### src/rtl/traffic_phase_controller_if.sv
`default_nettype none
// ============================================================================
// Module      : traffic_phase_controller_if
// Description : Bundle of the signals between the phase controller, the
//               per-direction sensors, the timebase and the signal lamps.
//               master = controller side, slave = sensor/lamp environment.
// Revision    : 1.0  initial release
// ============================================================================
interface traffic_phase_controller_if;
   logic       tick;
   logic [7:0] avg_north;
   logic [7:0] avg_east;
   logic [7:0] avg_south;
   logic [7:0] avg_west;
   logic [1:0] next_road;
   logic [3:0] green;
   logic [3:0] yellow;
   logic       all_red;
   logic [7:0] green_len;
   logic [7:0] remaining;
   logic       phase_start;

   modport master (
      input  tick, avg_north, avg_east, avg_south, avg_west,
      output next_road, green, yellow, all_red, green_len, remaining, phase_start
   );

   modport slave (
      output tick, avg_north, avg_east, avg_south, avg_west,
      input  next_road, green, yellow, all_red, green_len, remaining, phase_start
   );
endinterface
`default_nettype wire

### src/rtl/traffic_phase_controller.sv
`default_nettype none
// ============================================================================
// Module      : traffic_phase_controller
// Description : Four-way signal controller. Rotates through the roads,
//               sizes each green from the road's sensor average and runs
//               the lamps through GREEN -> YELLOW -> all-red -> SELECT.
//               Optional macro PRIORITY_SKIP_EN: skip roads whose average
//               is below SKIP_THRESH when choosing the next road.
// Revision    : 1.0  initial release
// ============================================================================
module traffic_phase_controller #(
   parameter int MIN_GREEN   = 5,
   parameter int MAX_GREEN   = 30,
   parameter int YELLOW_T    = 3,
   parameter int ALL_RED_T   = 1,
   parameter int SCALE_SHIFT = 2,
   parameter int SKIP_THRESH = 4
) (
   input  logic                          clk,
   input  logic                          reset,
   traffic_phase_controller_if.master    bus
);

   typedef enum logic [1:0] {
      RED_CLR = 2'd0,
      SELECT  = 2'd1,
      GREEN   = 2'd2,
      YELLOW  = 2'd3
   } state_t;

   state_t     state, state_nxt;
   logic [1:0] road, road_nxt;
   logic [7:0] glen, glen_nxt;
   logic [7:0] rem, rem_nxt;
   logic       pstart, pstart_nxt;
   logic [3:0] green, green_nxt;
   logic [3:0] yellow, yellow_nxt;
   logic       all_red, all_red_nxt;

   logic [7:0] avg_arr [4];
   logic [1:0] cand;
   logic [8:0] sum;
   logic [7:0] glen_calc;
   logic       expire;

   assign avg_arr[0] = bus.avg_north;
   assign avg_arr[1] = bus.avg_east;
   assign avg_arr[2] = bus.avg_south;
   assign avg_arr[3] = bus.avg_west;

   // A timed phase ends on the tick that would take remaining from 1 to 0.
   assign expire = bus.tick && (rem == 8'd1);

`ifndef PRIORITY_SKIP_EN
   logic unused_skip_thresh;
   assign unused_skip_thresh = &{1'b0, 8'(SKIP_THRESH)};
`endif

   // Choose the candidate road and size its green time (9-bit sum, saturated).
   always_comb begin
      logic [1:0] idx;
      logic       found;
      idx   = 2'd0;
      found = 1'b0;
      cand  = road + 2'd1;
`ifdef PRIORITY_SKIP_EN
      // Search the next three roads, then the current one, for enough demand.
      for (int k = 1; k <= 4; k++) begin
         idx = road + 2'(k);
         if (!found && (avg_arr[idx] >= 8'(SKIP_THRESH))) begin
            cand  = idx;
            found = 1'b1;
         end
      end
`endif
      sum       = 9'(MIN_GREEN) + {1'b0, (avg_arr[cand] >> SCALE_SHIFT)};
      glen_calc = (sum > 9'(MAX_GREEN)) ? 8'(MAX_GREEN) : sum[7:0];
   end

   // Next-state and next-output logic of the phase sequencer.
   always_comb begin
      state_nxt  = state;
      road_nxt   = road;
      glen_nxt   = glen;
      rem_nxt    = rem;
      pstart_nxt = 1'b0;
      // SELECT never consumes a tick; every timed phase counts down on tick.
      if (bus.tick && (state != SELECT)) begin
         rem_nxt = rem - 8'd1;
      end
      case (state)
         RED_CLR: begin
            if (expire) begin
               state_nxt = SELECT;
            end
         end
         SELECT: begin
            road_nxt   = cand;
            glen_nxt   = glen_calc;
            rem_nxt    = glen_calc;
            pstart_nxt = 1'b1;
            state_nxt  = GREEN;
         end
         GREEN: begin
            if (expire) begin
               state_nxt = YELLOW;
               rem_nxt   = 8'(YELLOW_T);
            end
         end
         YELLOW: begin
            if (expire) begin
               state_nxt = RED_CLR;
               rem_nxt   = 8'(ALL_RED_T);
            end
         end
         default: begin
            state_nxt = RED_CLR;
            rem_nxt   = 8'(ALL_RED_T);
         end
      endcase
      // Lamps follow the upcoming state so they are registered with it.
      green_nxt   = (state_nxt == GREEN)  ? (4'b0001 << road_nxt) : 4'b0000;
      yellow_nxt  = (state_nxt == YELLOW) ? (4'b0001 << road_nxt) : 4'b0000;
      all_red_nxt = (state_nxt == RED_CLR);
   end

   // State and output registers; reset restarts the rotation so N is next.
   always_ff @(posedge clk) begin
      if (reset) begin
         state   <= RED_CLR;
         road    <= 2'd3;
         glen    <= 8'd0;
         rem     <= 8'(ALL_RED_T);
         pstart  <= 1'b0;
         green   <= 4'b0000;
         yellow  <= 4'b0000;
         all_red <= 1'b1;
      end else begin
         state   <= state_nxt;
         road    <= road_nxt;
         glen    <= glen_nxt;
         rem     <= rem_nxt;
         pstart  <= pstart_nxt;
         green   <= green_nxt;
         yellow  <= yellow_nxt;
         all_red <= all_red_nxt;
      end
   end

   assign bus.next_road   = road;
   assign bus.green       = green;
   assign bus.yellow      = yellow;
   assign bus.all_red     = all_red;
   assign bus.green_len   = glen;
   assign bus.remaining   = rem;
   assign bus.phase_start = pstart;

endmodule
`default_nettype wire

### src/flat_wrapper.sv
// flat-port wrapper written by rule: the top's interface ports become plain ports
module traffic_phase_controller_flat 
#(
   parameter int MIN_GREEN   = 5,
   parameter int MAX_GREEN   = 30,
   parameter int YELLOW_T    = 3,
   parameter int ALL_RED_T   = 1,
   parameter int SCALE_SHIFT = 2,
   parameter int SKIP_THRESH = 4
)
  (clk, reset, bus_tick, bus_avg_north, bus_avg_east, bus_avg_south, bus_avg_west, bus_next_road, bus_green, bus_yellow, bus_all_red, bus_green_len, bus_remaining, bus_phase_start);
  traffic_phase_controller_if bus_i ();
  input  logic clk;
  input  logic reset;
  input wire logic [$bits(bus_i.tick)-1:0] bus_tick;
  input wire logic [$bits(bus_i.avg_north)-1:0] bus_avg_north;
  input wire logic [$bits(bus_i.avg_east)-1:0] bus_avg_east;
  input wire logic [$bits(bus_i.avg_south)-1:0] bus_avg_south;
  input wire logic [$bits(bus_i.avg_west)-1:0] bus_avg_west;
  output wire logic [$bits(bus_i.next_road)-1:0] bus_next_road;
  output wire logic [$bits(bus_i.green)-1:0] bus_green;
  output wire logic [$bits(bus_i.yellow)-1:0] bus_yellow;
  output wire logic [$bits(bus_i.all_red)-1:0] bus_all_red;
  output wire logic [$bits(bus_i.green_len)-1:0] bus_green_len;
  output wire logic [$bits(bus_i.remaining)-1:0] bus_remaining;
  output wire logic [$bits(bus_i.phase_start)-1:0] bus_phase_start;
  assign bus_i.tick = bus_tick;
  assign bus_i.avg_north = bus_avg_north;
  assign bus_i.avg_east = bus_avg_east;
  assign bus_i.avg_south = bus_avg_south;
  assign bus_i.avg_west = bus_avg_west;
  assign bus_next_road = bus_i.next_road;
  assign bus_green = bus_i.green;
  assign bus_yellow = bus_i.yellow;
  assign bus_all_red = bus_i.all_red;
  assign bus_green_len = bus_i.green_len;
  assign bus_remaining = bus_i.remaining;
  assign bus_phase_start = bus_i.phase_start;
  traffic_phase_controller #(.MIN_GREEN(MIN_GREEN), .MAX_GREEN(MAX_GREEN), .YELLOW_T(YELLOW_T), .ALL_RED_T(ALL_RED_T), .SCALE_SHIFT(SCALE_SHIFT), .SKIP_THRESH(SKIP_THRESH)) u_core (.clk(clk), .reset(reset), .bus(bus_i));
endmodule
### config.mk
export PLATFORM = sky130hd
export DESIGN_NAME = traffic_phase_controller_flat
export DESIGN_NICKNAME = d
export VERILOG_FILES = /design/src/rtl/traffic_phase_controller_if.sv /design/src/rtl/traffic_phase_controller.sv /design/src/flat_wrapper.sv
export SDC_FILE = /design/constraint.sdc
export NUM_CORES = 1
export LEC_CHECK = 0
export ABC_AREA = 1
export CORE_MARGIN = 2
export CORE_UTILIZATION = 40
export DETAILED_ROUTE_END_ITERATION = 10
export MAX_ROUTING_LAYER = met4
export PLACE_DENSITY = 0.74
export SLEW_MARGIN = 30
export SYNTH_ARGS = -nofsm -noshare
export SYNTH_HDL_FRONTEND = slang
export SYNTH_SLANG_ARGS = --single-unit
### constraint.sdc
create_clock -name clk -period 3.1 [get_ports clk]
set_input_delay 0.62 -clock clk [delete_from_list [all_inputs] [get_ports clk]]
set_output_delay 0.62 -clock clk [all_outputs]
set_load 0.01 [all_outputs]
After elaboration in Yosys (flattened, before gate mapping)
Cells that the tools add are included. Widths: inputs -> output; s select.

Word-level logic and storage cells: 44. Flip-flop bits (word level): 30.

Reduce and logical (&&, ||, !) cells: 6. Shift operators: 1. Bitwise operators: 3. Add/sub/neg operators: 3. Multiplexer cells: 14. Equality and inequality tests: 7. $lt $le $gt $ge: 2.

Operators with widths (number): $mux 8 (6); $pmux 8 s3 (1); $bmux 8 s2 (1); $gt 9x5->1 const B (1); $eq 2x2->1 const B (4); $eq 8x1->1 const B (1); $mux 2 (4); $pmux 2 s4 (1); $sub 8x1->8 const B (1); $add 3x6->7 const A (1); $logic_not 2->1 (2); $reduce_or 2->1 (2); $shl 1x2->4 const A (1); $ge 3x3->1 const B (1); $not 2->3 (1); $add 2x1->2 const B (1); $eq 2x1->1 const B (1); $logic_and 1x1->1 (2); $ne 2x1->1 const B (1); $not 1->1 (2); $mux 1 (1).

Longest topological paths before layout
Depth after elaboration: 9. Gate-level depth with buffers: 19. Mapped depth without buffers: 18.

Worst setup path before layout
Ideal clock, no wire load.

Path kind: register -> register. Start: reg u_core.road[0], in the netlist u_core.bus.next_road[0]. End: reg u_core.glen[2], in the netlist u_core.bus.green_len[2]. Buffers on the path: 1. Stages on the path, launching flop included: 18. Setup time: 0.130 ns. Required time: 2.970 ns. Path slack: 1.211 ns. Arrival time: 1.759 ns. Path through: dfxtp_1 -> buf_6 -> nand2_2 -> nand2_4 -> nand2_2 -> nand2_2 -> ha_1 -> inv_1 -> nand2_2 -> nand2_1 -> nand2_1 -> nand2_1 -> nor2_1 -> nand3_1 -> nand2_2 -> nand2_2 -> nand2_2 -> a21oi_2.

Cells in the longest elaborated chain, start to end: 8.

Ends and longest elaborated chain: start, declared (RTL line traffic_phase_controller.sv:32) `logic [1:0] road, road_nxt;`; start signal, assigned (RTL line traffic_phase_controller.sv:140) `road <= road_nxt;`; $add 2x1->2 (*) (RTL line traffic_phase_controller.sv:65) `cand = road + 2'd1;`; $not 2->3 (not written as such) (*) (RTL line traffic_phase_controller.sv:76) `sum = 9'(MIN_GREEN) + {1'b0, (avg_arr[cand] >> SCALE_SHIFT)};`; $bmux 8 s2 (*) (RTL line traffic_phase_controller.sv:76); $mux 8 (not written as such) (*) (2 in a row) (RTL line traffic_phase_controller.sv:76); $add 3x6->7 (*) (RTL line traffic_phase_controller.sv:76); $gt 9x5->1 (RTL line traffic_phase_controller.sv:77) `glen_calc = (sum > 9'(MAX_GREEN)) ? 8'(MAX_GREEN) : sum[7:0];`; $mux 8 (*) (RTL line traffic_phase_controller.sv:77); end signal, assigned (RTL line traffic_phase_controller.sv:141) `glen <= glen_nxt;`; end, declared (RTL line traffic_phase_controller.sv:33) `logic [7:0] glen, glen_nxt;`.

Mark *: on every way between the ends. The rest lies on a longest branch, timed or not. The select of a mux whose other input is x is not followed. A chain may end at the register's enable or synchronous reset.

Final worst setup path
Start: reg u_core.road[0], in the netlist u_core.bus.next_road[0]. End: reg u_core.rem[4], in the netlist u_core.bus.remaining[4].

Cells in the longest elaborated chain, start to end: 9.

Ends and longest elaborated chain: $add 2x1->2 (*) (RTL line traffic_phase_controller.sv:65); $not 2->3 (not written as such) (*) (RTL line traffic_phase_controller.sv:76); $bmux 8 s2 (*) (RTL line traffic_phase_controller.sv:76); $mux 8 (not written as such) (*) (2 in a row) (RTL line traffic_phase_controller.sv:76); $add 3x6->7 (*) (RTL line traffic_phase_controller.sv:76); $gt 9x5->1 (RTL line traffic_phase_controller.sv:77); $mux 8 (*) (RTL line traffic_phase_controller.sv:77); $pmux 8 s3 (*) (RTL line traffic_phase_controller.sv:91) `case (state)`; end signal, assigned (RTL line traffic_phase_controller.sv:133) `rem <= 8'(ALL_RED_T);`; end signal, assigned (RTL line traffic_phase_controller.sv:142) `rem <= rem_nxt;`; end, declared (RTL line traffic_phase_controller.sv:34) `logic [7:0] rem, rem_nxt;`.

Marked as above.

==> results.yml <==
run_status:
  status: "finished, final reports clean"
final_layout:
  syn_to_final_growth_pct: 40.0
  fin_nets: 339
  layout-drive-gt1-share_pct: 10.7
  mostFrequentLayoutCells: "93 x nand2_1, 53 x clkdlybuf4s50_1, 29 x dfxtp_1"
  fin_util_pct: 57.3
  fill_cells: 401
  fin_area_sq_mm: 0.00226
  final_common_cell: "nand2_1"
  insertedDiodeCount: 0
  stdcell_count: 350
cts:
  worstSkewPairLatency_ns: 0.27
  cts-root-buf: "clkbuf_8"
  cts_tree: "yes"
  hold_buffers: 0
  cts.sinks: 29
  clock_path_buffers: 2
  cts_setup_buffers: 0
  clk_pin_slew_worst_paths_ns: 0.06
  numCtsBuffers: 5
  cts_max_level: 2
  cts_resized: 0
routing:
  wire_per_inst_microns: 10.1
  routed_wl_mm: 3.54
  drc_errors: 0
  vias: 1588
  vias_per_cell: 4.54
  drt_first_pass_iters: 4
  drtIter0Drc: 39
  ant_nets: 0
synth:
  syn_inst: 244
  yosys-top-cells-area: "dfxtp_1 36%, nand2_1 22%, nor2_1 6.5%"
  ys_ff_latch: 29
  synth_top_area_cell: "dfxtp_1"
  synth_top_area_share_pct: 36.0
  yosysWarnings: 0
  ys_seq_area_share_pct: 36.0
  synth.distinct_cells: 32
  syn-num-nets: 283
  syn_avg_cell_area_sq_um: 6.61
  synth_area_sq_mm: 0.00161
sta:
  hold_ws_ns: 0.438
  period_share_pct: 73.9
  hold_viol_final: 0
  fin_tns_setup_ns: 0
  timing.final.crit_period_ns: 2.29
  slew_headroom_pct: 66.7
  rsz0062_at_grt: "false"
  slew_viol_final: 0
  fmax_mhz: 436
  clock-skew-final_ns: 0.00463
  final-setup-viol-count: 0
  tightest_slew_ns: 0.496
  setup_slack_ns: 0.809
power_and_ir_drop:
  design_power_total_mw: 2.33
  p_leak_nw: 1.05
  p_int_mw: 1.24
  power_switching_mw: 1.09
  combPwrFrac_pct: 61.0
  ir_worst_vdd_v: 0.000500
  p_sw_share_pct: 46.8
  power.density_mw_per_mm2: 1030
  seq_power_share_pct: 25.9
  pwr-share-clk_pct: 13.0
worst_hold_path:
  min_path_cells: 2
  hold_path.startpoint: "u_core.bus.green_len[5]"
  holdPathEnd: "u_core.bus.green_len[5]"
  hp-class: "register to register"
global_route:
  antenna_found_initial: 0
  grt_usage_pct: 17.9
  grt_pass1_wl_mm: 5.98
  overflow: 0
  grt_max_degree: 13
  use_met2_pct: 30.8
  grt_use_met3_pct: 4.33
  top_usage_layer: "met2"
  first_global_vias: 1467
  gr-usage-met1_pct: 19.6
placement:
  dpl_cell_area_sq_mm: 0.00217
  gp_congestion: 0.822
  dpl.hpwl_mm: 2.81
  dp_cells: 343
  port_buffers: 53
  dp_worst_setup_slack_ns: 0.547
setup_path:
  cp_max_fo: 12
  rr_endpoint: "u_core.bus.remaining[4]"
  cp_data_required_time_ns: 3.26
  worstSetupEndpointType: "register"
  rr_worst_depth: 18
  worstPathArrival_ns: 2.45
  reg2reg_slack_ns: 0.81
  worst_setup_path_start_kind: "register"
  worstReg2RegStart: "u_core.bus.next_road[0]"
  worst-setup-path-type: "register to register"
floorplan:
  initial_core_util_pct: 40.9
  io_pins: 63
  num_rows: 23
  fp.dieH_microns: 67.5
  core_area_sq_mm: 0.00394
  dieArea_sq_mm: 0.00456
  die-width_microns: 67.5
flow_run:
  drv_cap: 0
layout make-up:
cell class	instances	area, sq um	share of cell area, %
multi-input combinational	185	901	39.9
inverter	26	97.6	4.32
timing repair buffer	53	531	23.5
sequential	29	581	25.7
tap	50	62.6	2.77
clock buffer	7	86.3	3.82
power groups by stage:
stage / Clock (mW) / Sequential, mW / Combinational, mW
3_5_place_dp: 0 / 0.607 / 1.42
2_1_floorplan: 0 / 0.623 / 1.03
5_1_grt: 0.328 / 0.620 / 1.63
6_report: 0.303 / 0.603 / 1.42
3_3_place_gp: 0 / 0.607 / 1.41
4_1_cts: 0.313 / 0.604 / 1.44
state kept, by name, indices dropped and copies added, names as in the netlist:
name / count
u_core.bus.remaining: 8
u_core.bus.green_len: 7
u_core.bus.green: 4
u_core.bus.yellow: 4
u_core.bus.next_road: 2
u_core.state: 2
u_core.bus.all_red: 1
u_core.bus.phase_start: 1
synth_stat cells, drive strengths merged:
master  instances
clkinv          1
nand4           2
xor2            3
ha              4
nand3          10
conb            1
o21ai           9
inv            25
buf             3
a31oi           1
or2             1
nand2         107
xnor2           2
a21oi           5
nor4            2
nor3            3
nor2           31
nor3b           1
o31ai           2
dfxtp          29
clkbuf          1
o211ai          1
logic make-up (layout without fill, tap and decap cells):
kind of cell / count (synthesis) / in the layout / synth area share [%]
xor+xnor: 5 / 5 / 2.72
buf+inv: 30 / 86 / 8.15
simple gates: 157 / 157 / 42.7
other cells: 1 / 1 / 0.233
flops: 29 / 29 / 36.0
compound gates: 18 / 18 / 7.06
fa+ha+maj: 4 / 4 / 3.10
routing by layer:
metal / up-vias / share of wire, %
met5: - / 0
met4: 0 / 1.1
met3: 4 / 3.8
met2: 36 / 51
met1: 687 / 44
li1: 861 / -
critical path, stage by stage, from the launching register on:
cell and delay, ns:
dfxtp_1 0.59, inv_2 0.21, nand2_4 0.13, nand2_4 0.08
nand2_2 0.06, nand2_2 0.08, ha_1 0.20, inv_1 0.07
nand2_2 0.06, nand2_1 0.08, nand2_1 0.05, nand2_1 0.10
nor2_1 0.05, nand2_1 0.05, nand2_1 0.06, nand2_2 0.10
nand2_1 0.06, nand2_1 0.09, o21ai_1 0.07
worst max path at each step:
| stage | cells after the start | slack [ns] | end | startpoint |
|---|---|---|---|---|
| floorplan | 17 | 1.21 | u_core.bus.green_len[2] | u_core.bus.next_road[0] |
| global placement | 17 | 0.57 | u_core.bus.remaining[4] | bus_avg_north[2] |
| detailed placement | 17 | 0.55 | u_core.bus.remaining[3] | bus_avg_north[2] |
| CTS | 18 | 0.77 | u_core.bus.remaining[3] | u_core.bus.next_road[0] |
| global route | 18 | 0.55 | u_core.bus.remaining[3] | u_core.bus.next_road[0] |
| finish | 18 | 0.81 | u_core.bus.remaining[4] | u_core.bus.next_road[0] |
No activity file was read; power rests on OpenSTA's default activity.
